## src/rtl/data_ram_arbiter.sv

```systemverilog
// Two-master arbiter sharing a single-port data RAM between the CPU and a DMA port.
// CPU has fixed priority; a starvation counter forces one DMA slot after MAX_CPU_BURST contended CPU wins.
module data_ram_arbiter #(
    parameter int unsigned ADDR_W        = 32,
    parameter int unsigned DATA_W        = 32,
    parameter int unsigned MAX_CPU_BURST = 4
) (
    input  logic              clk,
    input  logic              rst,
    input  logic              cpu_req_i,
    input  logic              cpu_we_i,
    input  logic [ADDR_W-1:0] cpu_addr_i,
    input  logic [3:0]        cpu_sel_i,
    input  logic [DATA_W-1:0] cpu_wdata_i,
    output logic [DATA_W-1:0] cpu_rdata_o,
    output logic              cpu_ack_o,
    output logic              cpu_stall_o,
    input  logic              dma_req_i,
    input  logic              dma_we_i,
    input  logic [ADDR_W-1:0] dma_addr_i,
    input  logic [3:0]        dma_sel_i,
    input  logic [DATA_W-1:0] dma_wdata_i,
    output logic [DATA_W-1:0] dma_rdata_o,
    output logic              dma_ack_o,
    output logic              ram_ce_o,
    output logic              ram_we_o,
    output logic [ADDR_W-1:0] ram_addr_o,
    output logic [3:0]        ram_sel_o,
    output logic [DATA_W-1:0] ram_data_o,
    input  logic [DATA_W-1:0] ram_data_i
);

    localparam int unsigned CNT_W = 8;

    typedef enum logic [1:0] {
        IDLE      = 2'd0,
        SERVE_CPU = 2'd1,
        SERVE_DMA = 2'd2
    } state_t;

    state_t           state;
    state_t           state_nxt;
    logic [CNT_W-1:0] cnt;
    logic [CNT_W-1:0] cnt_nxt;
    logic             burst_spent;

    // CPU has used up its contended burst allowance; DMA must win the next contest
    assign burst_spent = (cnt >= CNT_W'(MAX_CPU_BURST));

    always_ff @(posedge clk) begin
        if (rst) begin
            state <= IDLE;
            cnt   <= '0;
        end else begin
            state <= state_nxt;
            cnt   <= cnt_nxt;
        end
    end

    always_comb begin
        state_nxt   = IDLE;
        cnt_nxt     = cnt;
        ram_ce_o    = 1'b0;
        ram_we_o    = 1'b0;
        ram_addr_o  = '0;
        ram_sel_o   = '0;
        ram_data_o  = '0;
        cpu_ack_o   = 1'b0;
        cpu_rdata_o = '0;
        dma_ack_o   = 1'b0;
        dma_rdata_o = '0;

        unique case (state)
            IDLE: begin
                if (cpu_req_i && (!dma_req_i || !burst_spent)) begin
                    state_nxt = SERVE_CPU;
                    cnt_nxt   = dma_req_i ? cnt + CNT_W'(1) : '0;
                end else if (dma_req_i) begin
                    state_nxt = SERVE_DMA;
                    cnt_nxt   = '0;
                end else begin
                    cnt_nxt   = '0;
                end
            end
            SERVE_CPU: begin
                ram_ce_o    = 1'b1;
                ram_we_o    = cpu_we_i;
                ram_addr_o  = cpu_addr_i;
                ram_sel_o   = cpu_sel_i;
                ram_data_o  = cpu_wdata_i;
                cpu_ack_o   = 1'b1;
                cpu_rdata_o = ram_data_i;
            end
            SERVE_DMA: begin
                ram_ce_o    = 1'b1;
                ram_we_o    = dma_we_i;
                ram_addr_o  = dma_addr_i;
                ram_sel_o   = dma_sel_i;
                ram_data_o  = dma_wdata_i;
                dma_ack_o   = 1'b1;
                dma_rdata_o = ram_data_i;
            end
            default: state_nxt = IDLE;
        endcase
    end

    assign cpu_stall_o = cpu_req_i & ~cpu_ack_o;

endmodule

```

## config.mk

```make
export PLATFORM = sky130hd
export DESIGN_NAME = data_ram_arbiter
export DESIGN_NICKNAME = d
export VERILOG_FILES = /design/src/rtl/data_ram_arbiter.sv
export SDC_FILE = /design/constraint.sdc
export NUM_CORES = 1
export LEC_CHECK = 0
export ABC_AREA = 0
export CAP_MARGIN = 20
export CORE_AREA = 5 5 118 120
export CTS_BUF_LIST = sky130_fd_sc_hd__clkbuf_4
export DETAILED_ROUTE_END_ITERATION = 10
export DIE_AREA = 0 0 123 125
export GPL_TIMING_DRIVEN = 0
export HOLD_SLACK_MARGIN = 0.06
export PLACE_DENSITY = 0.65
export SETUP_SLACK_MARGIN = 0.05
export SLEW_MARGIN = 20
export SYNTH_ARGS = -nofsm -noshare
export SYNTH_HDL_FRONTEND = slang
export SYNTH_SLANG_ARGS = --single-unit
```

## constraint.sdc

```tcl
create_clock -name clk -period 1.7 [get_ports clk]
set_input_delay 0.34 -clock clk [delete_from_list [all_inputs] [get_ports clk]]
set_output_delay 0.34 -clock clk [all_outputs]
set_load 0.02 [all_outputs]
```

=== Word-level counts from Yosys, hierarchy flattened ===
Index checks and enable logic that the tools add are counted.

* Bits in registers: 10
* Input bits: 174
* Output and inout bits: 137
* Word-level logic and storage cells: 31

* Add/sub/neg operators: 1
* Magnitude comparators: 1
* Equality and inequality tests: 2
* Muxes and demuxes: 13
* Bitwise operators: 3
* Reduce and logical (&&, ||, !) cells: 8

{| class="wikitable"
|+ Operators by type and width
! kind !! number
|-
| 32-bit one-hot mux with 2 select lines || 2
|-
| 32-bit 2-to-1 mux || 2
|-
| 8-bit 2-to-1 mux || 2
|-
| 8-bit by 1-bit adder with 8-bit output (second input constant) || 1
|-
| 8-bit by 3-bit greater-or-equal comparator with 1-bit output (second input constant) || 1
|-
| 4-bit one-hot mux with 2 select lines || 1
|-
| 1-bit 2-to-1 mux || 4
|-
| 2-bit OR reduction || 2
|-
| 3-bit OR reduction || 1
|-
| 2-bit by 1-bit equality test with 1-bit output (second input constant) || 1
|-
| 2-bit equality test (second input constant) || 1
|-
| 1-bit zero test || 2
|-
| 2-bit zero test || 1
|-
| 2-bit 2-to-1 mux || 1
|-
| 1-bit inverter || 2
|-
| 1-bit one-hot mux with 2 select lines || 1
|-
| 1-bit AND || 1
|-
| 1-bit logical AND || 1
|-
| 1-bit logical OR || 1
|}

=== Depth between registers and ports, before layout ===
* Depth after elaboration: 5
* Gate-level depth with buffers: 6
* Depth with buffers taken out: 5

=== Worst setup path after synthesis ===
OpenSTA, ideal clock, no wires.

* Path kind: reg-to-output
* From: register state[0]
* To: output port ram_data_o[18]
* Arrival time: 1.627 ns
* Required time: 1.360 ns
* Slack: -0.267 ns
* Stages on the path, launching flop included: 6
* Path buffers: 2
* Path through: dfxtp_1 > inv_1 > ha_1 > clkbuf_1 > clkbuf_1 > nor2b_1

* Cells in the longest elaborated chain, start to end: 2
* Elaborated cells on any way between the ends: 3
* Classes of those cells: eq/ne (2); mux (1)

{| class="wikitable"
|+ Ends and longest elaborated chain
! what !! RTL line !! RTL
|-
| start, declared || 41 || <nowiki>state_t state;</nowiki>
|-
| start signal, assigned || 55 || <nowiki>state <= state_nxt;</nowiki>
|-
| 2-bit equality test / 2-bit by 1-bit equality test with 1-bit output (equally long branches) || 73 || <nowiki>unique case (state)</nowiki>
|-
| 32-bit one-hot mux with 2 select lines * || 73 ||
|-
| end, declared || 29 || <nowiki>output logic [DATA_W-1:0] ram_data_o,</nowiki>
|}

Every way passes the cells marked *; elsewhere a longest branch is shown, timed or not.

=== Worst setup path in the final report ===
* From: register state[1]
* To: output port ram_addr_o[28]

* Cells in the longest elaborated chain, start to end: 2
* Elaborated cells on any way between the ends: 3
* Classes of those cells: eq/ne (2); mux (1)

{| class="wikitable"
|+ Ends and longest elaborated chain
! what !! RTL line !! RTL
|-
| 2-bit equality test / 2-bit by 1-bit equality test with 1-bit output (equally long branches) || 73 ||
|-
| 32-bit one-hot mux with 2 select lines * || 73 ||
|-
| end, declared || 27 || <nowiki>output logic [ADDR_W-1:0] ram_addr_o,</nowiki>
|}

Marks and branches as above.

==> results.toml <==
[outcome]
status = "finished, violations left"
violations = "negative setup slack"

[clocking]
htree_levels = 1
clk_pin_slew_worst_paths_ns = 0.06
root_buffer = "clkbuf_4"
cts.path.max_buffers = 2
insertion_delay_ns = 0.26
cts_buffers = 3
hold_buffers = 0
tritoncts = "done"
clock-sinks = 10

[place]
numPortBuffers = 310
place_congestion = 0.847
place_ws_ns = -0.802
dp.cells = 775
hpwl_mm = 11.6
placed_area_sq_um = 5620

[route]
routed_via_density = 4.46
routedWlPerCell_um = 19.2
drt-total-wl_mm = 15.3
drt_iter0_markers = 76
vias = 3567
drtAntennaViolNets = 0
drc_errors = 0
drt_pre_antenna_iters = 4

[sta]
slew_violations = 0
worstMarginPinSlew_ns = 0.396
post-route-period-util_pct = 115
finalSetupViolCount = 134
relSlewSlack_pct = 73.6
skew_ns = 0.00290
setup_tns_ns = -19.64
fin_crit_ns = 1.95
fmax_mhz = 512
rsz0062_at_grt = "true"
fin_ws_ns = -0.253
hold_viol = 0

[global_route]
grt_pass1_wl_mm = 21.0
grt_pass1_vias = 3743
grt_max_degree = 11
track_usage_pct = 16.9
grt.overflow.total = 0
grt_antenna_before_repair = 0

[run]
cap_violations = 0

[final_layout]
antenna_cells = 0
nets = 804
drive_gt1_share_pct = 63.6
post-route-util_pct = 54.1
instances_no_fill = 799
stdcell_area_sq_um = 6960
area_delta_synth_final_pct = 249

[worst_setup_path]
critPathLaunchType = "register"
path_cells = "inv_4 > ha_4 > buf_12 > clkbuf_16 > a22oi_2 > nor2b_2 > buf_6"
crit_type = "register to output port"
rrSetupSlack_ns = 0.22
reg2regPathDepth = 6
critPathMaxStageDelay_ns = 0.37
crit_required_ns = 1.36
critPathMaxFanout = 7
crit_buf_inv = 4
crit_arrival_ns = 1.61
r2r_end = "cnt[5]"
r2r_start = "state[1]"
crit_path_top_delay_cell = "dfxtp_4"
path_delay_family = "buffers and inverters"
worstSetupEndpointType = "output port"

[die]
dieArea_sq_um = 15400
chipWidth_um = 123
start_util_pct = 15.5
core_area_sq_um = 12900
die_h_um = 125
std_cell_rows = 42
ios = 311

[power_and_ir_drop]
power_frac_seq_pct = 12.5
pwr_density_cell_nw_per_um2 = 285
p_int_mw = 1.30
switching_power_mw = 0.683
p_sw_share_pct = 34.4
clkPwrFrac_pct = 7.8
p_comb_share_pct = 79.7
total_leakage_power_nw = 2.66
ir_drop_uv = 204

[min_path]
whs_path_depth = 2
holdCritStartpoint = "cnt[7]"
min_path_type = "register to register"
whs_endpoint = "cnt[7]"

[synthesis]
synth.area.top_cells = "a22oi_1, nor2b_1, and2_1"
yosysWarnings = 0
synth_compound_area_share_pct = 28.9
synthMuxAreaShare_pct = 0.502
synth.distinct_cells = 23
synth_top_area_share_pct = 26.0
synthSimpleGateAreaFrac_pct = 49.1
synthAdderAreaFrac_pct = 3.14
synth_seq_cells = 10
synth_xor_area_share_pct = 1.76
yosys.area.top_type = "a22oi_1"
synth_nets = 468
synth_top_family_by_area = "simple AND/OR/NAND/NOR gates"
postSynthAreaPerCell_sq_um = 6.90
synthCells = 289
yosysSeqAreaShare_pct = 10.0
syn_area_sq_um = 1990
## through the flow
stage	hold slack (ns)	power (mW)
2_1_floorplan	0.427	0.739
3_3_place_gp	0.472	1.42
4_1_cts	0.496	1.74
5_1_grt	0.556	2.08
3_5_place_dp	0.488	1.43
6_report	0.490	1.98
## placed cells by master, fill, tap and decap left out, types with 3 or more instances in the layout
cell type / netlist / final
or3_1: 3 / 3
buf_8: 0 / 13
xor2_1: 3 / 3
clkbuf_16: 0 / 16
buf_12: 0 / 7
nor2_1: 7 / 7
clkbuf_4: 0 / 5
nand2_1: 5 / 5
nor2b_2: 0 / 47
clkbuf_8: 0 / 5
buf_2: 3 / 5
buf_6: 0 / 107
dfxtp_1: 10 / 8
ha_4: 0 / 3
a22oi_2: 0 / 65
nor2b_1: 72 / 4
clkdlybuf4s50_1: 0 / 173
buf_4: 0 / 31
a21oi_1: 4 / 4
a22oi_1: 69 / 4
nor2b_4: 0 / 21
and2_4: 0 / 64
o21ai_0: 3 / 3
## cell type report
| type | count | area (sq um) |
|---|---|---|
| Tap cell | 176 | 220 |
| Timing Repair Buffer | 332 | 3540 |
| Multi-Input combinational cell | 245 | 2460 |
| Buffer | 29 | 490 |
| Inverter | 4 | 20.0 |
| Fill cell | 1131 | 5910 |
| Sequential cell | 10 | 208 |
| Clock buffer | 3 | 22.5 |
## layer usage
metal | GRT usage (%) | vias to the layer above | share of wire, %
li1 | - | 1684 | -
met1 | 18.2 | 1710 | 35
met2 | 33.4 | 159 | 56
met3 | 3.52 | 14 | 7.8
met4 | 3.00 | 0 | 1.3
met5 | 0 | - | 0
## power by group through the flow
stage | clock network [mW] | logic (mW) | registers, mW
floorplan | 0 | 0.485 | 0.253
global placement | 0 | 1.17 | 0.254
detailed placement | 0 | 1.18 | 0.255
CTS | 0.163 | 1.33 | 0.250
global route | 0.173 | 1.66 | 0.250
finish | 0.155 | 1.58 | 0.249
## registers in the layout (all words and copies together) (netlist names)
| name | cells |
|---|---|
| cnt | 8 |
| state | 2 |
## timing repair
action,CTS,global route
pin swaps,4,14
buffers inserted,2,6
gates resized for setup,783,241
endpoints found under the hold margin,0,0
cloned,1,13
endpoints found under the setup margin,137,135
## how the worst max path moves through the flow
stage               startpoint             end  slack (ns)  cells past startpoint
detailed placement    state[0]  ram_addr_o[28]       -0.80                      6
floorplan             state[1]  ram_data_o[18]        0.06                      6
global placement      state[0]  ram_addr_o[28]       -0.75                      6
global route          state[1]  ram_addr_o[28]       -0.30                      7
finish                state[1]  ram_addr_o[28]       -0.25                      7
CTS                   state[1]  ram_data_o[19]       -0.27                      6
## tightest hold or removal path, cell delays in order (launching register included)
cell and delay, ns:
dfxtp_1 0.31, o21ai_0 0.07, a21oi_1 0.06
## kinds of logic after synthesis
family	after synthesis
DFF	10
adders and majority gates	5
buffers and inverters	34
muxes	1
xor gates and xnor gates	4
and+or+nand+nor	157
AOI/OAI and AO/OA	78
## Yosys cell counts
cell and n:
a21oi_1 4, a22oi_1 69, a31oi_1 1, a41oi_2 1
and2_1 64, buf_1 7, buf_2 3, clkbuf_1 20
dfxtp_1 10, ha_1 5, inv_1 4, mux2i_1 1
nand2_1 5, nand3_1 2, nand4_1 2, nand4_4 1
nor2_1 7, nor2b_1 72, nor4_4 1, o21ai_0 3
or3_1 3, xnor2_1 1, xor2_1 3
Power figures use the tool's default switching activity.
